## config.mk

```make
export PLATFORM = sky130hd
export DESIGN_NAME = imm_field_encoder
export DESIGN_NICKNAME = d
export VERILOG_FILES = /design/src/rtl/imm_field_encoder.sv
export SDC_FILE = /design/constraint.sdc
export NUM_CORES = 1
export LEC_CHECK = 0
export BUFFER_PORTS_ARGS = -buffer_cell sky130_fd_sc_hd__buf_2
export CAP_MARGIN = 25
export CORE_AREA = 2 2 115 117
export DETAILED_ROUTE_END_ITERATION = 6
export DIE_AREA = 0 0 117 119
export SLEW_MARGIN = 20
export SYNTH_ARGS = -nofsm -noshare
export SYNTH_HDL_FRONTEND = slang
export SYNTH_SLANG_ARGS = --single-unit
export TNS_END_PERCENT = 100
```

## constraint.sdc

```tcl
create_clock -name clk -period 2.14 [get_ports clk]
set_clock_uncertainty 0.05 [all_clocks]
set_input_delay 0.107 -clock clk [delete_from_list [all_inputs] [get_ports clk]]
set_output_delay 0.107 -clock clk [all_outputs]
set_load 0.02 [all_outputs]
```

## src/rtl/imm_field_encoder.sv

```systemverilog
// rtl/imm_field_encoder.sv - packs a signed immediate into RV32I I/S/B/J fields, 2-stage valid/ready pipe
// Optional round-trip checker: define IMM_ROUNDTRIP_CHECK_EN to add the rt_mismatch output.
module imm_field_encoder #(
  parameter int CNT_W = 16
) (
  input  logic             clk,
  input  logic             reset,
  input  logic             in_valid,
  output logic             in_ready,
  input  logic [1:0]       ImmSrc,
  input  logic [31:0]      imm,
  input  logic [31:0]      base_instr,
  output logic             out_valid,
  input  logic             out_ready,
  output logic [31:0]      Instr,
  output logic             range_err,
  output logic [CNT_W-1:0] enc_count,
  output logic [CNT_W-1:0] err_count
`ifdef IMM_ROUNDTRIP_CHECK_EN
  ,
  output logic             rt_mismatch
`endif
);

  localparam logic [1:0] SRC_I = 2'b00;
  localparam logic [1:0] SRC_S = 2'b01;
  localparam logic [1:0] SRC_B = 2'b10;
  localparam logic [CNT_W-1:0] CNT_ONE = {{(CNT_W-1){1'b0}}, 1'b1};

  // Only imm[20:0] reaches the packed word; the checker also needs the upper bits.
`ifdef IMM_ROUNDTRIP_CHECK_EN
  localparam int IMM_W = 32;
`else
  localparam int IMM_W = 21;
`endif

  function automatic logic imm_bad(input logic [1:0] src, input logic [31:0] v);
    logic bad;
    case (src)
      SRC_I, SRC_S: bad = !((&v[31:11]) || !(|v[31:11]));
      SRC_B:        bad = !((&v[31:12]) || !(|v[31:12])) || v[0];
      default:      bad = !((&v[31:20]) || !(|v[31:20])) || v[0];
    endcase
    return bad;
  endfunction

  function automatic logic [31:0] pack(input logic [1:0] src, input logic [20:0] v,
                                       input logic [24:0] b);
    logic [31:0] w;
    case (src)
      SRC_I:   w = {v[11:0], b[19:0]};
      SRC_S:   w = {v[11:5], b[24:12], v[4:0], b[6:0]};
      SRC_B:   w = {v[12], v[10:5], b[24:12], v[4:1], v[11], b[6:0]};
      default: w = {v[20], v[10:1], v[11], v[19:12], b[11:0]};
    endcase
    return w;
  endfunction

  logic             en;
  logic             s1_valid;
  logic [1:0]       s1_src;
  logic [IMM_W-1:0] s1_imm;
  logic [24:0]      s1_base;
  logic             s1_err;

  // base_instr[31:25] is immediate field in every format, so it never survives packing.
  logic unused_base_hi;
  assign unused_base_hi = ^base_instr[31:25];

  assign en       = !out_valid || out_ready;
  assign in_ready = en;

  always_ff @(posedge clk) begin
    if (reset) begin
      s1_valid <= 1'b0;
      s1_src   <= '0;
      s1_imm   <= '0;
      s1_base  <= '0;
      s1_err   <= 1'b0;
    end else if (en) begin
      s1_valid <= in_valid;
      if (in_valid) begin
        s1_src  <= ImmSrc;
        s1_imm  <= imm[IMM_W-1:0];
        s1_base <= base_instr[24:0];
        s1_err  <= imm_bad(ImmSrc, imm);
      end
    end
  end

  always_ff @(posedge clk) begin
    if (reset) begin
      out_valid <= 1'b0;
      Instr     <= '0;
      range_err <= 1'b0;
    end else if (en) begin
      out_valid <= s1_valid;
      if (s1_valid) begin
        Instr     <= pack(s1_src, s1_imm[20:0], s1_base);
        range_err <= s1_err;
      end
    end
  end

  always_ff @(posedge clk) begin
    if (reset) begin
      enc_count <= '0;
      err_count <= '0;
    end else if (out_valid && out_ready) begin
      if (enc_count != '1)
        enc_count <= enc_count + CNT_ONE;
      if (range_err && (err_count != '1))
        err_count <= err_count + CNT_ONE;
    end
  end

`ifdef IMM_ROUNDTRIP_CHECK_EN
  logic [1:0]  s2_src;
  logic [31:0] s2_imm;
  logic [31:0] rt_dec;

  always_ff @(posedge clk) begin
    if (reset) begin
      s2_src <= '0;
      s2_imm <= '0;
    end else if (en && s1_valid) begin
      s2_src <= s1_src;
      s2_imm <= s1_imm;
    end
  end

  // Same decode as the sign-extension unit, applied to the word actually being emitted.
  always_comb begin
    rt_dec = '0;
    case (s2_src)
      SRC_I:   rt_dec = {{20{Instr[31]}}, Instr[31:20]};
      SRC_S:   rt_dec = {{20{Instr[31]}}, Instr[31:25], Instr[11:7]};
      SRC_B:   rt_dec = {{19{Instr[31]}}, Instr[31], Instr[7], Instr[30:25], Instr[11:8], 1'b0};
      default: rt_dec = {{11{Instr[31]}}, Instr[31], Instr[19:12], Instr[20], Instr[30:21], 1'b0};
    endcase
  end

  assign rt_mismatch = out_valid && !range_err && (rt_dec != s2_imm);
`endif

endmodule
```

[Word level (Yosys, flattened, before mapping)]
Cells that the tools add are included.
Word-level totals
  input port bits: 70
  output and inout port bits: 67
  bits in registers: 116
Operators by class
  equality and inequality tests: 6
  reductions and logical operators: 28
  add/sub/neg operators: 2
  muxes and demuxes: 2
Operators with widths (count)
  32-bit case mux with 3 select lines: 1
  16-bit by 1-bit adder with 16-bit output, second input constant: 2
  16-bit inequality test, second input constant: 2
  21-bit AND reduction: 1
  21-bit OR reduction: 1
  20-bit AND reduction: 1
  20-bit OR reduction: 1
  12-bit AND reduction: 1
  12-bit OR reduction: 1
  2-bit AND reduction: 4
  1-bit logical NOT: 7
  1-bit logical OR: 6
  2-bit by 1-bit equality test with 1-bit output, second input constant: 2
  2-bit equality test, second input constant: 2
  2-bit logical NOT: 2
  1-bit logical AND: 2
  1-bit case mux with 2 select lines: 1
  2-bit OR reduction: 1

[Longest topological paths before layout]
Gate-level depths: netlist (run 1).
  depth after elaboration: 6
  depth in mapped cells: 8
  mapped depth without buffers: 6

[Least setup slack after synthesis (run 1)]
No wires, ideal clock.
  kind: register to register
  start point: reg err_count[0]
  end point: reg err_count[7]
  data arrival time: 1.592 ns
  required time: 1.962 ns
  path slack: 0.371 ns
  stages on the path, launching flop included: 8
  clock period less this slack: 1.769 ns
  library setup time: 0.128 ns
  cell sequence: dfxtp_1 > ha_1 > and3_1 > and4_1 > buf_2 > nor4b_4 > xnor2_1 > nor2_1
On the way
  word-level cells in the longest chain between the ends: 3
  elaborated cells on any way between the ends: 4
  classes of those cells: add/sub: 1; eq/ne: 1; reduce/logical: 2
RTL lines
  start: declaration: RTL line 18  | output logic [CNT_W-1:0] err_count
  start signal: assignment: RTL line 113  | err_count <= err_count + CNT_ONE;
  parallel branches: the longest is 3 deep, another holds 16-bit by 1-bit adder with 16-bit output
Several ways; the timed one is not identified.
A chain may end at the register's enable or synchronous reset.

[Worst setup path in the final report (run 1)]
  start point: reg enc_count[0]
  end point: reg enc_count[4]
On the way
  word-level cells in the longest chain between the ends: 2
  elaborated cells on any way between the ends: 3
  classes of those cells: add/sub: 1; eq/ne: 1; reduce/logical: 1
RTL lines
  start: declaration: RTL line 17  | output logic [CNT_W-1:0] enc_count,
  start signal: assignment: RTL line 111  | enc_count <= enc_count + CNT_ONE;
  parallel branches: the longest is 2 deep, another holds 16-bit by 1-bit adder with 16-bit output
Several ways; the timed one is not identified.

==> impl_metrics.toml, run 1 <==
[status]
outcome = "complete, no violations"

[sta]
setup_slack_ns = 0.250
tightestPinTransition_ns = 0.666
hold_slack_ns = 0.0977
slew_headroom = 0.555
setup_tns_ns = 0
fmax_mhz = 529
final_hold_viol_count = 0
post-route-period-util = 0.883
setup_violations = 0
grt_setup_unrepaired = "no"
period_needed_ns = 1.89
drv_slew = 0

[synth]
synth_cell_type_count = 47
synthCells = 585
avgSynthCellArea_um2 = 8.26
async_flop_share = 0
synth_ff_type = "dfxtp_1"
ys_ff_latch = 116
yosysTopAreaCellShare = 0.481
synth_area_um2 = 4830
syn_nets = 657
yosysMostFrequentCell = "nand2_1"
yosysWarnings = 0
ys_top_cells_by_area = "dfxtp_1 (48%), nand2_1 (12%), a21oi_1 (7.6%)"
yosysSeqAreaShare = 0.481
synth_common_cells = "nand2_1 (151), dfxtp_1 (116), a21oi_1 (73)"
synth_top_cell_by_area = "dfxtp_1"
synth_edf_count = 0

[global_routing]
grt_pass1_vias = 4367
grt_start_max_net_pins = 77
grt_pass1_wl_um = 20600
grt_overflow = 0
track_usage = 0.188
antenna_found_initial = 0

[power_and_ir_drop]
comb_power_share = 0.089
p_leak_uw = 0.00275
switchingPower_uw = 1300
powerDensity_nw_per_um2 = 861
intPower_uw = 4510
finalPower_uw = 5810
seqPwrFrac = 0.397
sw_frac_of_total = 0.224
vdd.ir_drop.worst_mv = 0.452
clkPwrFrac = 0.514

[floorplanning]
die_y_um = 119
ios = 137
die_area_um2 = 13900
core-area_um2 = 12900
initial_utilization = 0.375
rows = 42
fp.dieW_um = 117

[layout]
multi_input_area_um2 = 2330
drive_gt1_frac = 0.236
layout.nets = 825
antennaDiodeCount = 0
regArea_um2 = 2320
area_growth_syn_to_layout_pct = 39.7
fillCellCount = 1222

[clock_network]
post_cts_buffers = 0
cts_root_buffer = "clkbuf_16"
clock_latency_ns = 0.40
cts-buffers-inserted = 17
clkTransAtPathRegs_ns = 0.05
cts.sinks = 116
clockBufferDepth = 2
cts.htree.levels = 4
cts.repair.resized = 0
cts_tree = "yes"

[setup_path]
worst_ep_arrival_time_ns = 2.12
worstPathMaxFanout = 6
end_kind = "flip-flop"
cp-start-kind = "flip-flop"
required_ns = 2.37
worstSetupPathType = "flip-flop to flip-flop"
rrSetupSlack_ns = 0.25

[routing]
wl_per_cell_um = 13.7
vias_per_cell = 4.92
drt_wl_total_um = 12900
vias = 4633
drc = 0
drt_iter0_drc = 351
antenna_left = 0
first_pass_iters = 4

[place]
dpl.hpwl_um = 8460
dpl_worst_slack_ns = 0.314
port_buffers = 129
gp_congestion = 0.845

[flow_run]
maxCapViolCount = 0

[worst_hold_path]
hold_path_class = "input port to flip-flop"
==> critical path, cell delays in order, from the launching register on <==
cell and delay (ns):
dfxtp_1 0.41, ha_1 0.23, nand3_1 0.24, nor4_2 0.46
nor3_1 0.13, xnor2_1 0.19, nor2_1 0.06
==> sequential cells by signal (all words and copies together), names as in the netlist <==
name and cells:
Instr 32, enc_count 16, err_count 16, out_valid 1, range_err 1, s1_base 25
s1_err 1, s1_imm 21, s1_src 2, s1_valid 1
==> placed cells by master, fill, tap and decap left out, drive strengths merged, types with 11 or more instances in the layout <==
cell type	synthesis	routed
nor2	52	52
a21oi	73	73
dfxtp	116	116
a211oi	12	12
nand4	14	14
xnor2	15	15
nand3	22	22
buf	16	139
clkbuf	22	22
dlygate4sd3	0	48
xor2	11	11
nand2	151	151
==> layout make-up <==
type                       instances  area share
tap                              176      0.0326
clock inverter                    10      0.0226
multi-input combinational        430       0.346
timing repair buffer             187       0.184
sequential                       116       0.344
inverter                           1    0.000556
clock buffer                      22      0.0703
==> power by group through the flow <==
stage               clock network, uW  logic [uW]  registers (uW)
global placement                    0         438            2350
global route                     3180         566            2320
detailed placement                  0         446            2350
CTS                              3050         515            2310
floorplan                           0         241            2380
finish                           2990         515            2310
==> what timing repair did <==
item                                   CTS  global route
hold buffers                            48             0
endpoints found under the hold margin   48             0
setup endpoints to repair                0             0
==> path summary, 6_finish.rpt <==
| check | end | depth (start not counted) | start |
|---|---|---|---|
| min reg2reg | Instr[30]$_SDFFE_PP0P_ | 2 | s1_imm[10]$_SDFFE_PP0P_ |
| max | enc_count[4]$_SDFFE_PP0P_ | 6 | enc_count[0]$_SDFFE_PP0P_ |
| min | err_count[11]$_SDFFE_PP0P_ | 2 | reset |
| max reg2reg | enc_count[4]$_SDFFE_PP0P_ | 6 | enc_count[0]$_SDFFE_PP0P_ |
==> stage by stage <==
| step | area, um2 | instances | util |
|---|---|---|---|
| floorplan | 4830 | 585 | - |
| global placement | 5640 | 862 | 0.438 |
| detailed placement | 5640 | 862 | 0.438 |
| CTS | 6750 | 942 | 0.524 |
| global route | 6750 | 942 | 0.524 |
| finish | 6750 | 942 | 0.524 |
==> routing by layer <==
metal,routed length (um),up-vias,global-route usage
met2,6370,114,0.310
met1,5740,2158,0.229
met3,667,10,0.0555
met4,95,0,0.0699
met5,0,-,0
li1,-,2351,-
==> cells by family (layout without fill, tap and decap cells) <==
| group | after synthesis | in the layout | share of synthesized area |
|---|---|---|---|
| adders and majority gates | 2 | 2 | 0.00518 |
| xor gates and xnor gates | 26 | 26 | 0.0487 |
| DFF | 116 | 116 | 0.481 |
| AOI/OAI and AO/OA | 106 | 106 | 0.132 |
| buffers and inverters | 39 | 220 | 0.0368 |
| and+or+nand+nor | 286 | 286 | 0.275 |
| muxes | 10 | 10 | 0.0207 |
(Power assumes the default switching activity.)
==> inputs of run 2 (changes only) <==
- clock period: 2.14 -> 1.75 ns (I/O delays scaled with it)
==> run 2 against run 1 <==
  * Sequential share of layout area is 0.78 points lower
  * Critical path depth is 2 lower
  * First-iteration DRC count is 22% lower
  * Non-clock buffer count is 18 higher
  * Count of clock-buffer cells in the layout is 1 higher
  * Register-to-register slack worse by 0.14 ns
  * Global-route usage is 0.053 points lower
  * Largest power group unchanged
==> impl_metrics.toml, run 2 (synthesis results as in run 1) <==
[status]
outcome = "complete, no violations"

[routing]
drc = 0
wl_per_cell_um = 13.2
vias_per_cell = 4.86
vias = 4669
drt_wl_total_um = 12700
drt_iter0_drc = 273
first_pass_iters = 4
antenna_left = 0

[power_and_ir_drop]
switchingPower_uw = 1590
intPower_uw = 5420
comb_power_share = 0.091
sw_frac_of_total = 0.226
clkPwrFrac = 0.507
p_leak_uw = 0.00283
seqPwrFrac = 0.402
finalPower_uw = 7000
powerDensity_nw_per_um2 = 1010
vdd.ir_drop.worst_mv = 0.511

[global_routing]
antenna_found_initial = 0
grt_pass1_vias = 4365
grt_overflow = 0
grt_pass1_wl_um = 20600
grt_start_max_net_pins = 58
track_usage = 0.187

[layout]
layout.nets = 843
largest_register_ffs = 32
fillCellCount = 1202
largestRegisters = "Instr: 32 flops, s1_base: 25 flops, s1_imm: 21 flops"
antennaDiodeCount = 0
final_cell_mix = "nand2_1 (150), buf_2 (128), dfxtp_1 (115)"
area_growth_syn_to_layout_pct = 43.1
regMostFlops = "Instr"
final_common_cell = "nand2_1"
drive_gt1_frac = 0.265
utilization = 0.537
final_area_um2 = 6910

[sta]
drv_slew = 0
setup_violations = 0
slew_headroom = 0.747
fmax_mhz = 608
final_hold_viol_count = 0
tightestPinTransition_ns = 0.370
period_needed_ns = 1.64
post-route-period-util = 0.940
setup_tns_ns = 0

[clock_network]
post_cts_buffers = 0
clockBufferDepth = 2
clkTransAtPathRegs_ns = 0.06
cts_tree = "yes"
cts-buffers-inserted = 17
cts.htree.levels = 4
cts.sinks = 116
cts_root_buffer = "clkbuf_16"
clock_latency_ns = 0.41

[setup_path]
worstSetupPathType = "flip-flop to flip-flop"
path_buf_inv = 0
worstPathMaxFanout = 5
crit_family = "simple AND/OR/NAND/NOR gates"
cp_cell_sequence = "nand2_1, or3_4, or4_1, a21oi_1"
cp-start-kind = "flip-flop"
cpMaxStageDelayCell = "or3_4"
end_kind = "flip-flop"
required_ns = 2.04
slowest_delay_ns = 0.45
worst_ep_arrival_time_ns = 1.93

[floorplanning]
die_y_um = 119
core-area_um2 = 12900
rows = 42
initial_utilization = 0.375
fp.dieW_um = 117
die_area_um2 = 13900
ios = 137

[flow_run]
maxCapViolCount = 0

[worst_hold_path]
hold_path_class = "input port to flip-flop"

[place]
port_buffers = 129
dpl.hpwl_um = 8710
dpl-instance-area_um2 = 5780
gp_congestion = 0.863
==> run 2: final cells by class <==
cell class / count / area, um2 / share of cell area
clock buffers: 23 / 488 / 0.0706
multi-input cells: 430 / 2370 / 0.343
well taps: 176 / 220 / 0.0319
flip-flops and latches: 116 / 2320 / 0.336
inverters: 1 / 3.75 / 0.000543
repair buffers: 205 / 1380 / 0.199
clock inverters: 9 / 125 / 0.0181
==> run 2: power groups by stage <==
stage                     sequential [uW]  clock (uW)  combinational, uW
final                                2820        3550                637
after global routing                 2830        3770                704
after CTS                            2820        3630                637
after detailed placement             2870           0                555
after global placement               2870           0                546
after floorplan                      2900           0                295
==> run 2: worst paths after layout <==
| kind | slack, ns | endpoint | from | cells past startpoint |
|---|---|---|---|---|
| setup / recovery | 0.11 | err_count[15]$_SDFFE_PP0P_ | out_valid$_SDFFE_PP0N_ | 4 |
| hold / removal | 0.02 | err_count[13]$_SDFFE_PP0P_ | reset | 2 |
| hold reg to reg | 0.40 | Instr[30]$_SDFFE_PP0P_ | Instr[30]$_SDFFE_PP0P_ | 2 |
| setup reg to reg | 0.11 | err_count[15]$_SDFFE_PP0P_ | out_valid$_SDFFE_PP0N_ | 4 |
==> run 2: per-layer routing <==
layer / vias to the layer above / routed length (um) / GRT usage
met5: - / 0 / 0
met4: 0 / 131 / 0.0574
met3: 11 / 785 / 0.0616
met2: 131 / 6010 / 0.301
met1: 2142 / 5760 / 0.238
li1: 2385 / - / -
==> run 2: stage by stage <==
stage	hold WS (ns)	worst slack (ns)	std cells
3_5_place_dp	0.285	0.0642	880
5_1_grt	0.0153	-0.00257	960
4_1_cts	0.0103	0.0515	960
6_report	0.0227	0.105	960
3_3_place_gp	0.278	0.102	880
2_1_floorplan	0.173	0.0115	585
==> run 2: what timing repair did <==
item	4_1_cts	5_1_grt
setup endpoints to repair	0	11
hold buffers	48	0
endpoints found under the hold margin	48	0
gates resized for setup	0	11
